File: src/rtl/ks_pkg.sv
// Shared constants and state type for the serial Kogge-Stone add/subtract controller.
package ks_pkg;

  localparam int NIB = 4;

  localparam logic [1:0] ST_IDLE = 2'd0;
  localparam logic [1:0] ST_RUN  = 2'd1;
  localparam logic [1:0] ST_DONE = 2'd2;

  localparam logic OP_ADD = 1'b0;
  localparam logic OP_SUB = 1'b1;

  typedef enum logic [1:0] {
    S_IDLE = ST_IDLE,
    S_RUN  = ST_RUN,
    S_DONE = ST_DONE
  } state_e;

endpackage

File: src/rtl/ks_add4_cin.sv
// Combinational 4-bit Kogge-Stone adder slice with carry-in and carry-into-MSB tap.
module ks_add4_cin (
  input  logic [3:0] a,
  input  logic [3:0] b,
  input  logic       cin,
  output logic [3:0] sum,
  output logic       cout,
  output logic       c3
);

  logic [3:0] p;
  logic [3:0] g;
  logic       g0_c;
  logic       g1_1, g1_2, g1_3;
  logic       p1_2, p1_3;
  logic       g2_2, g2_3;

  assign p = a ^ b;
  assign g = a & b;

  // cin behaves as the generate of a virtual bit -1, folded into bit 0
  assign g0_c = g[0] | (p[0] & cin);

  assign g1_1 = g[1] | (p[1] & g0_c);
  assign g1_2 = g[2] | (p[2] & g[1]);
  assign g1_3 = g[3] | (p[3] & g[2]);
  assign p1_2 = p[2] & p[1];
  assign p1_3 = p[3] & p[2];

  assign g2_2 = g1_2 | (p1_2 & g0_c);
  assign g2_3 = g1_3 | (p1_3 & g1_1);

  assign sum  = p ^ {g2_2, g1_1, g0_c, cin};
  assign c3   = g2_2;
  assign cout = g2_3;

endmodule

File: src/rtl/ks_serial_add_ctrl.sv
// Wide add/subtract built by stepping one 4-bit Kogge-Stone slice across the operands, LSB nibble first.
module ks_serial_add_ctrl
  import ks_pkg::*;
#(
  parameter int WORDS = 4
) (
  input  logic                 clk,
  input  logic                 rst,
  input  logic                 in_valid,
  output logic                 in_ready,
  input  logic                 op,
  input  logic [NIB*WORDS-1:0] a,
  input  logic [NIB*WORDS-1:0] b,
  output logic                 out_valid,
  input  logic                 out_ready,
  output logic [NIB*WORDS-1:0] sum,
  output logic                 cout,
  output logic                 ovf
);

  localparam int W     = NIB * WORDS;
  localparam int IDX_W = $clog2(WORDS);
  localparam logic [IDX_W-1:0] LAST = IDX_W'(WORDS - 1);

  state_e           state_q;
  logic [W-1:0]     a_q, b_q, sum_q;
  logic [W-1:0]     b_d, sum_d;
  logic             carry_q, cout_q, ovf_q;
  logic [IDX_W-1:0] idx_q;

  logic [NIB-1:0]   slice_sum;
  logic             slice_cout, slice_c3;

  ks_add4_cin u_slice (
    .a    (a_q[NIB-1:0]),
    .b    (b_q[NIB-1:0]),
    .cin  (carry_q),
    .sum  (slice_sum),
    .cout (slice_cout),
    .c3   (slice_c3)
  );

  // subtract is a + ~b + 1: invert B on load and seed the carry with op
  assign b_d   = (op == OP_ADD) ? b : ~b;
  assign sum_d = {slice_sum, sum_q[W-1:NIB]};

  always_ff @(posedge clk or posedge rst) begin
    if (rst) begin
      state_q <= S_IDLE;
      a_q     <= '0;
      b_q     <= '0;
      sum_q   <= '0;
      carry_q <= 1'b0;
      cout_q  <= 1'b0;
      ovf_q   <= 1'b0;
      idx_q   <= '0;
    end else begin
      case (state_q)
        S_IDLE: begin
          if (in_valid) begin
            a_q     <= a;
            b_q     <= b_d;
            carry_q <= (op == OP_SUB);
            idx_q   <= '0;
            state_q <= S_RUN;
          end
        end
        S_RUN: begin
          a_q     <= a_q >> NIB;
          b_q     <= b_q >> NIB;
          sum_q   <= sum_d;
          carry_q <= slice_cout;
          if (idx_q == LAST) begin
            cout_q  <= slice_cout;
            ovf_q   <= slice_c3 ^ slice_cout;
            state_q <= S_DONE;
          end else begin
            idx_q <= idx_q + 1'b1;
          end
        end
        S_DONE: begin
          if (out_ready) state_q <= S_IDLE;
        end
        default: state_q <= S_IDLE;
      endcase
    end
  end

  assign in_ready  = (state_q == S_IDLE);
  assign out_valid = (state_q == S_DONE);
  assign sum       = sum_q;
  assign cout      = cout_q;
  assign ovf       = ovf_q;

endmodule
File: config.mk
export PLATFORM = sky130hd
export DESIGN_NAME = ks_serial_add_ctrl
export DESIGN_NICKNAME = d
export VERILOG_FILES = /design/src/rtl/ks_pkg.sv /design/src/rtl/ks_add4_cin.sv /design/src/rtl/ks_serial_add_ctrl.sv
export SDC_FILE = /design/constraint.sdc
export NUM_CORES = 1
export LEC_CHECK = 0
export BUFFER_PORTS_ARGS = -buffer_cell sky130_fd_sc_hd__buf_4
export CAP_MARGIN = 5
export CORE_UTILIZATION = 35
export CTS_BUF_LIST = sky130_fd_sc_hd__clkbuf_16
export DETAILED_ROUTE_END_ITERATION = 10
export REMOVE_ABC_BUFFERS = 1
export SLEW_MARGIN = 25
export SYNTH_ARGS = -nofsm -noshare
export SYNTH_HDL_FRONTEND = slang
export SYNTH_HIERARCHICAL = 1
export SYNTH_SLANG_ARGS = --single-unit
File: constraint.sdc
create_clock -name clk -period 3.6 [get_ports clk]
set_input_delay 0.36 -clock clk [delete_from_list [all_inputs] [get_ports clk]]
set_output_delay 0.36 -clock clk [all_outputs]
set_load 0.05 [all_outputs]
Word-level counts from Yosys, hierarchy flattened

Cells that the tools add are included.

$add $sub $neg: 1
$mul: 0
Divide/modulo/power cells: 0
Magnitude comparators: 0
Equal/unequal tests: 7
Shift operators: 0
Multiplexer cells: 14
Bitwise operators: 19
Reductions and logical operators: 6

Operators by type and width:

| kind                  | count |
|---|---|
| $pmux W16 S2          | 2 |
| $mux W16              | 3 |
| $not A16 Y16          | 1 |
| $mux W2               | 5 |
| $and A1 B1 Y1         | 8 |
| $xor A4 B4 Y4         | 2 |
| $ne A2 B2 Y1 const B  | 3 |
| $or A1 B1 Y1          | 6 |
| $pmux W2 S3           | 1 |
| $reduce_and A3 Y1     | 2 |
| $and A4 B4 Y4         | 1 |
| $eq A2 B2 Y1 const B  | 2 |
| $pmux W2 S2           | 1 |
| $reduce_and A2 Y1     | 2 |
| $add A2 B1 Y2 const B | 1 |
| $eq A2 B1 Y1 const B  | 1 |
| $logic_not A2 Y1      | 1 |
| $ne A2 B1 Y1 const B  | 1 |
| $pmux W1 S2           | 1 |
| $reduce_bool A2 Y1    | 1 |
| $mux W1               | 1 |
| $xor A1 B1 Y1         | 1 |

Register bits: 55
Latch bits: 0
Bits in writable memories: 0
Memory bits (read-only): 0
Input port bits: 37
Output and inout bits: 20
Word-level logic and storage cells: 55
Memories kept: 0

Longest topological paths before layout

Gate-level depths: netlist (run 1).

Word-level depth: 8
Mapped depth: 6
Mapped depth without buffers: 6

Hierarchy

Netlist (run 1), hierarchy kept.

Modules (own cells, without submodules):

| module             | instances | cells each | area each (µm²) | sequential area each (µm²) |
|---|---|---|---|---|
| ks_serial_add_ctrl | 1         | 216        | 2572.5          | 1376.3 |
| ks_add4_cin        | 1         | 12         | 125.1           | 0.0 |

Least setup slack after synthesis (run 1)

OpenSTA, ideal clock, no wires.

Path type: reg2reg
Start point: reg a_q[0]
End point: reg ovf_q, in the netlist ovf
Library setup time: 0.125 ns
Arrival time: 2.007 ns
Data required time: 3.475 ns
Path slack: 1.468 ns
Stages on the path, launching flop included: 7
Clock period less this slack: 2.132 ns
Cells stage by stage: dfrtp_1 -> fa_1 -> fa_1 -> a21o_2 -> a21o_1 -> xor2_1 -> mux2_2

Longest elaborated chain between the ends: 8
Elaborated cells on any way between the ends: 11

RTL lines:

| item                   | RTL line                 | RTL |
|---|---|---|
| start, declared        | ks_serial_add_ctrl.sv:26 | `logic [W-1:0] a_q, b_q, sum_q;` |
| start signal, assigned | ks_serial_add_ctrl.sv:69 | `a_q <= a_q >> NIB;` |
| $xor A4 B4 Y4          | ks_add4_cin.sv:18        | `assign p = a ^ b;` |
| $and A1 B1 Y1          | ks_add4_cin.sv:22        | `assign g0_c = g[0] \| (p[0] & cin);` |
| $or A1 B1 Y1 *         | ks_add4_cin.sv:22        |  |
| $and A1 B1 Y1 *        | ks_add4_cin.sv:24        | `assign g1_1 = g[1] \| (p[1] & g0_c);` |
| $or A1 B1 Y1 *         | ks_add4_cin.sv:24        |  |
| $and A1 B1 Y1 *        | ks_add4_cin.sv:31        | `assign g2_3 = g1_3 \| (p1_3 & g1_1);` |
| $or A1 B1 Y1 *         | ks_add4_cin.sv:31        |  |
| via slice_cout         | ks_serial_add_ctrl.sv:32 | `logic slice_cout, slice_c3;` |
| $xor A1 B1 Y1 *        | ks_serial_add_ctrl.sv:75 | `ovf_q <= slice_c3 ^ slice_cout;` |
| end signal, assigned   | ks_serial_add_ctrl.sv:75 |  |
| end, declared          | ks_serial_add_ctrl.sv:28 | `logic carry_q, cout_q, ovf_q;` |

The timed path passes the listed nets; every way through them passes the cells marked *.
A chain may end at the register's enable or synchronous reset.

Final worst setup path (run 1)

Same ends and word-level chain as after synthesis.

==> flow_summary.json, run 1 <==
{
  "status": "finished, final reports clean",
  "synth-edff-count": 0,
  "layoutNonFillerInstCount": 380,
  "hold_viol": 0,
  "drtIter0Drc": 42,
  "initial_core_util_pct": 36.6,
  "fin_worst_skew_ps": 7.07,
  "period_share_pct": 61.7,
  "path_max_fanout": 3,
  "final_util_pct": 45.6,
  "critical_path.max_stage_delay_ps": 470,
  "antenna_found_initial": 0,
  "crit_path_cell_trace": "fa_1 > fa_1 > a21o_2 > a21o_1 > xor2_1 > mux2_2",
  "coreArea_um2": 7370,
  "grt_pass1_wl_um": 9080,
  "netlist.area_leader.share_pct": 51.0,
  "leakagePower_nw": 1.57,
  "worst_pin_slew_ps": 760,
  "crit_type": "flop to flop",
  "dr_total_vias": 1854,
  "holdCritPathClass": "input port to async pin",
  "die_w_um": 89.8,
  "grt_max_degree": 54,
  "crit_family": "adder cells",
  "clockBufferDepth": 2,
  "path_buf_inv": 0,
  "cts_max_level": 2,
  "syn_to_final_growth_pct": 24.5,
  "die-area_um2": 8060,
  "vias_per_cell": 4.88,
  "critPathRequiredTime_ps": 3780,
  "setup_viol": 0,
  "synth_area_leaders": "dfrtp_1 (51%), mux2_2 (7.5%), mux2i_1 (5.2%), xnor2_1 (3.9%), nand2_1 (3.3%)",
  "antenna_cells": 0,
  "grt_overflow": 0,
  "wl_per_cell_um": 13.8,
  "max_slew_margin_pct": 49.3,
  "hpwl_um": 3640,
  "syn_area_per_cell_um2": 11.8,
  "ys_ff_latch": 55,
  "layout-drive-gt1-share_pct": 32.7,
  "synthCells": 228,
  "place.port_buffers": 56,
  "path_clk_slew_ps": 70,
  "synth_area_um2": 2700,
  "peakVddDrop_mv": 0.321,
  "cts_setup_buffers": 0,
  "ys.flop_type": "dfrtp_1",
  "drtPass1Iterations": 4,
  "fp.dieH_um": 89.8,
  "cts_tree": "built",
  "rows": 31,
  "tns_ps": 0,
  "pin_count": 57,
  "drc": 0,
  "clk_latency_ps": 300,
  "yosys.area.top_type": "dfrtp_1",
  "ys_seq_area_share_pct": 51.0,
  "end_kind": "flop",
  "track_usage_pct": 14.0,
  "p_per_area_nw_per_um2": 1030,
  "wirelength_um": 5240,
  "nets": 323,
  "place_congestion": 0.709,
  "ys_warn_count": 6,
  "start_kind": "flop",
  "clock_sinks": 55,
  "synth_cell_types": 34,
  "fin_crit_ps": 2220,
  "postRouteAntennaNets": 0,
  "drv_slew": 0,
  "yosysMostFrequentCell": "dfrtp_1",
  "rsz0062_at_grt": "no",
  "cts-resized-gates": 0,
  "dp_cells": 372,
  "synthTopCellsByCount": "dfrtp_1 (55), nand2_1 (24), mux2_2 (18)",
  "grt_pass1_vias": 1888,
  "critPathMostFrequentCell": "fa_1",
  "arrival_ps": 2400,
  "worst_path_max_delay_cell": "fa_1",
  "cts_root_buffer": "clkbuf_16",
  "postCtsHoldBufs": 0,
  "cap_violations": 0,
  "async_flop_share_pct": 100,
  "fmax_mhz": 450,
  "cts_buffers": 5
}
## final cells by class
| class | count | area, um^2 |
|---|---|---|
| Clock inverter | 3 | 67.6 |
| Inverter | 12 | 47.5 |
| Fill cell | 712 | 4010 |
| Clock buffer | 5 | 125 |
| Tap cell | 99 | 124 |
| Sequential cell | 55 | 1380 |
| Timing Repair Buffer | 61 | 458 |
| Multi-Input combinational cell | 145 | 1160 |
## flip-flops by register name (all words and copies together), names as in the netlist
| register | cells |
|---|---|
| a_q | 16 |
| b_q | 16 |
| carry_q | 1 |
| cout | 1 |
| idx_q | 2 |
| ovf | 1 |
| state_q | 2 |
| sum | 16 |
## layout by cell type (no fill, tap or decap), types with 3 or more instances in the layout
| cell | netlist | final |
|---|---|---|
| nor2_1 | 3 | 3 |
| nand2b_1 | 3 | 3 |
| a221o_1 | 8 | 8 |
| mux2_2 | 18 | 18 |
| a22o_1 | 3 | 3 |
| inv_1 | 12 | 11 |
| a22oi_1 | 8 | 8 |
| o32ai_1 | 8 | 8 |
| nand2_1 | 24 | 24 |
| xnor2_1 | 12 | 12 |
| o21ai_1 | 11 | 11 |
| dfrtp_1 | 55 | 55 |
| buf_4 | 1 | 61 |
| o21ai_0 | 3 | 3 |
| o31ai_1 | 5 | 5 |
| ha_1 | 4 | 4 |
| mux2i_1 | 14 | 14 |
| clkbuf_16 | 0 | 5 |
| xor2_1 | 7 | 7 |
## layer usage
layer	track usage, %	up-vias	routed length [um]
met1	18.4	897	2460
li1	-	912	-
met4	5.74	0	86
met2	22.3	38	2480
met5	0	-	0
met3	3.05	7	208
## final timing paths
kind	from	endpoint	slack, ps	cells past startpoint
setup / recovery	a_q[0]$_DFFE_PP0P_	ovf$_DFFE_PP0P_	1380	6
hold / removal	rst	sum[2]$_DFFE_PP0N_	160	2
max in group asynchronous	rst	b_q[8]$_DFFE_PP0P_	2910	3
hold reg to reg	b_q[15]$_DFFE_PP0P_	b_q[15]$_DFFE_PP0P_	480	2
setup reg to reg	a_q[0]$_DFFE_PP0P_	ovf$_DFFE_PP0P_	1380	6
min in group clk	out_ready	state_q[1]$_DFFE_PP0P_	230	2
## through the flow
stage                     cell area, um^2  total power, mW  hold WS (ps)  setup WS [ps]
final                                3360             3.46           163           1380
after global routing                 3360             3.70           221           1300
after floorplan                      2580             2.38           446           1470
after detailed placement             3170             2.88           470           1400
after global placement               3160             2.83           461           1430
after CTS                            3360             3.51           189           1380
## where the power goes
group / internal (mW) / switching (mW) / total (mW) / leakage (nW)
Combinational: 0.722 / 0.991 / 1.71 / 0.798
Sequential: 0.917 / 0.216 / 1.13 / 0.683
Clock: 0.398 / 0.221 / 0.619 / 0.0900
Total: 2.04 / 1.43 / 3.46 / 1.57
## kinds of logic after synthesis
group	synth area share (%)
AO/OA/AOI/OAI	14.6
flip-flops	51.0
buffers and inverters	5.98
AND/OR/NAND/NOR	6.17
adder cells (fa/ha/maj)	3.34
XOR/XNOR	6.17
multiplexers	12.7
Power figures use the tool's default switching activity.
==> run 2: changes to the inputs <==
==> constraint.sdc (replaced) <==
create_clock -name clk -period 1.9 [get_ports clk]
set_input_delay 0.19 -clock clk [delete_from_list [all_inputs] [get_ports clk]]
set_output_delay 0.19 -clock clk [all_outputs]
set_load 0.05 [all_outputs]
==> run 2 against run 1 <==
Compared with the run above:
- the run now ends with setup timing left
- flip-flop and latch count unchanged
- clock power increased by 40%
- critical path depth unchanged
- first-iteration DRC count increased by 43%
- hold slack got worse by 85 ps
- cell area increased by 1.8%
==> flow_summary.json, run 2 (synthesis gave the netlist of run 1 again) <==
{
  "power_mw": 6.54,
  "cts_buffers": 5,
  "worst_pin_slew_ps": 527,
  "fin_crit_ps": 2080,
  "clockBufferDepth": 2,
  "max_slew_margin_pct": 64.9,
  "vias_per_cell": 4.87,
  "drc": 0,
  "drtIter0Drc": 60,
  "worst_path_max_delay_cell": "dfrtp_1",
  "path_max_fanout": 2,
  "cap_violations": 0,
  "syn_to_final_growth_pct": 26.7,
  "holdWs_ps": 78.4,
  "crit_path_cell_trace": "fa_2 > fa_2 > a21o_2 > a21o_1 > xor2_1 > mux2_2",
  "grt_overflow": 0,
  "rsz0062_at_grt": "yes",
  "cts_tree": "built",
  "final_util_pct": 46.4,
  "violations": "setup timing",
  "fp.dieH_um": 89.8,
  "gr-usage-met3_pct": 3.30,
  "critPathMostFrequentCell": "fa_2",
  "end_kind": "flop",
  "fin_worst_skew_ps": 2.82,
  "grt_pass1_wl_um": 9060,
  "setup_viol": 4,
  "met2_usage_pct": 23.1,
  "clkPwrFrac_pct": 13.3,
  "place_ws_ps": -278,
  "sequentialPowerShare_pct": 32.6,
  "antenna_found_initial": 0,
  "cts_max_level": 2,
  "die_w_um": 89.8,
  "postRouteAntennaNets": 0,
  "holdCritPathClass": "input port to flop",
  "status": "complete, but fails checks",
  "power.internal_mw": 3.79,
  "period_share_pct": 109,
  "antenna_cells": 0,
  "busiest_layer": "met2",
  "dp_cells": 379,
  "swShare_pct": 42.0,
  "nets": 334,
  "layout_commonest_cell": "buf_4",
  "place.port_buffers": 56,
  "arrival_ps": 2250,
  "wirelength_um": 5350,
  "drv_slew": 0,
  "cts_root_buffer": "clkbuf_16",
  "p_per_area_nw_per_um2": 1910,
  "r2r_slack_ps": -180,
  "grt_max_degree": 34,
  "coreArea_um2": 7370,
  "path_clk_slew_ps": 70,
  "crit_type": "flop to flop",
  "critical_path.max_stage_delay_ps": 410,
  "clk_latency_ps": 290,
  "fmax_mhz": 481,
  "drtPass1Iterations": 4,
  "layoutNonFillerInstCount": 390,
  "n_fill_cell": 704,
  "start_kind": "flop",
  "leakagePower_nw": 1.61,
  "dr_total_vias": 1901,
  "grt_pass1_vias": 1902,
  "wl_per_cell_um": 13.7,
  "comb_power_share_pct": 54.1,
  "die-area_um2": 8060,
  "peakVddDrop_mv": 0.650,
  "switching_power_mw": 2.75,
  "hpwl_um": 3870,
  "critPathRequiredTime_ps": 2070,
  "hold_viol": 0,
  "place_congestion": 0.712,
  "setup_slack_ps": -178,
  "initial_core_util_pct": 36.6,
  "rows": 31,
  "track_usage_pct": 14.1,
  "layout-drive-gt1-share_pct": 35.4,
  "grt_use_met1_pct": 18.4,
  "clock_sinks": 55,
  "mostFrequentLayoutCells": "buf_4 (68), dfrtp_1 (55), nand2_1 (24)",
  "pin_count": 57
}
-- run 2: cell types whose count changed in the layout (fill, tap and decap cells not counted), moves of 2 or more --
cell | previous run | this run
buf_4 | 61 | 68
fa_2 | 0 | 2
fa_1 | 2 | 0
bufinv_16 | 2 | 0
buf_6 | 0 | 2
-- run 2: worst max-delay path, delay by kind of cell (launching register included) --
| kind | cells | cell delay, ps |
|---|---|---|
| AO/OA/AOI/OAI | 2 | 380 |
| XOR/XNOR | 1 | 150 |
| adder cells (fa/ha/maj) | 2 | 770 |
| flip-flops | 1 | 410 |
| multiplexers | 1 | 260 |
-- run 2: per-layer routing --
layer / up-vias / routed length [um]
met4: 0 / 77
met2: 43 / 2620
li1: 930 / -
met1: 920 / 2440
met3: 8 / 209
met5: - / 0
-- run 2: worst paths after layout --
kind	startpoint	end	depth (start not counted)
setup reg to reg	carry_q$_DFFE_PP0P_	ovf$_DFFE_PP0P_	6
max in group asynchronous	rst	b_q[15]$_DFFE_PP0P_	4
min in group asynchronous	rst	sum[2]$_DFFE_PP0N_	3
setup / recovery	carry_q$_DFFE_PP0P_	ovf$_DFFE_PP0P_	6
hold / removal	out_ready	state_q[1]$_DFFE_PP0P_	2
hold reg to reg	b_q[12]$_DFFE_PP0P_	b_q[12]$_DFFE_PP0P_	2
-- run 2: layout make-up --
type | count | area (um^2) | area share, %
sequential | 55 | 1380 | 40.3
inverter | 12 | 45.0 | 1.32
clock buffer | 5 | 125 | 3.66
clock inverter | 2 | 8.76 | 0.256
timing repair buffer | 72 | 563 | 16.5
tap | 99 | 124 | 3.62
multi-input combinational | 145 | 1180 | 34.4
-- run 2: metrics by stage --
stage / area [um^2] / TNS, ps
after floorplan: 2580 / -2260
after global placement: 3230 / -641
after detailed placement: 3230 / -769
after CTS: 3400 / -522
after global routing: 3420 / -812
final: 3420 / -572
-- run 2: power groups by stage --
stage | clock network, mW | registers [mW] | logic (mW)
after floorplan | 0 | 2.78 | 1.73
after global placement | 0 | 2.14 | 3.36
after detailed placement | 0 | 2.17 | 3.43
after CTS | 0.888 | 2.14 | 3.52
after global routing | 0.928 | 2.22 | 3.85
final | 0.866 | 2.13 | 3.54
-- run 2: what timing repair did --
| action | 4_1_cts | 5_1_grt |
|---|---|---|
| hold buffers | 1 | 0 |
| gates cloned | 0 | 0 |
| resized for setup | 5 | 2 |
| setup endpoints to repair | 4 | 4 |
| setup buffers | 3 | 2 |
| hold endpoints to repair | 19 | 0 |
| pin swaps | 1 | 1 |
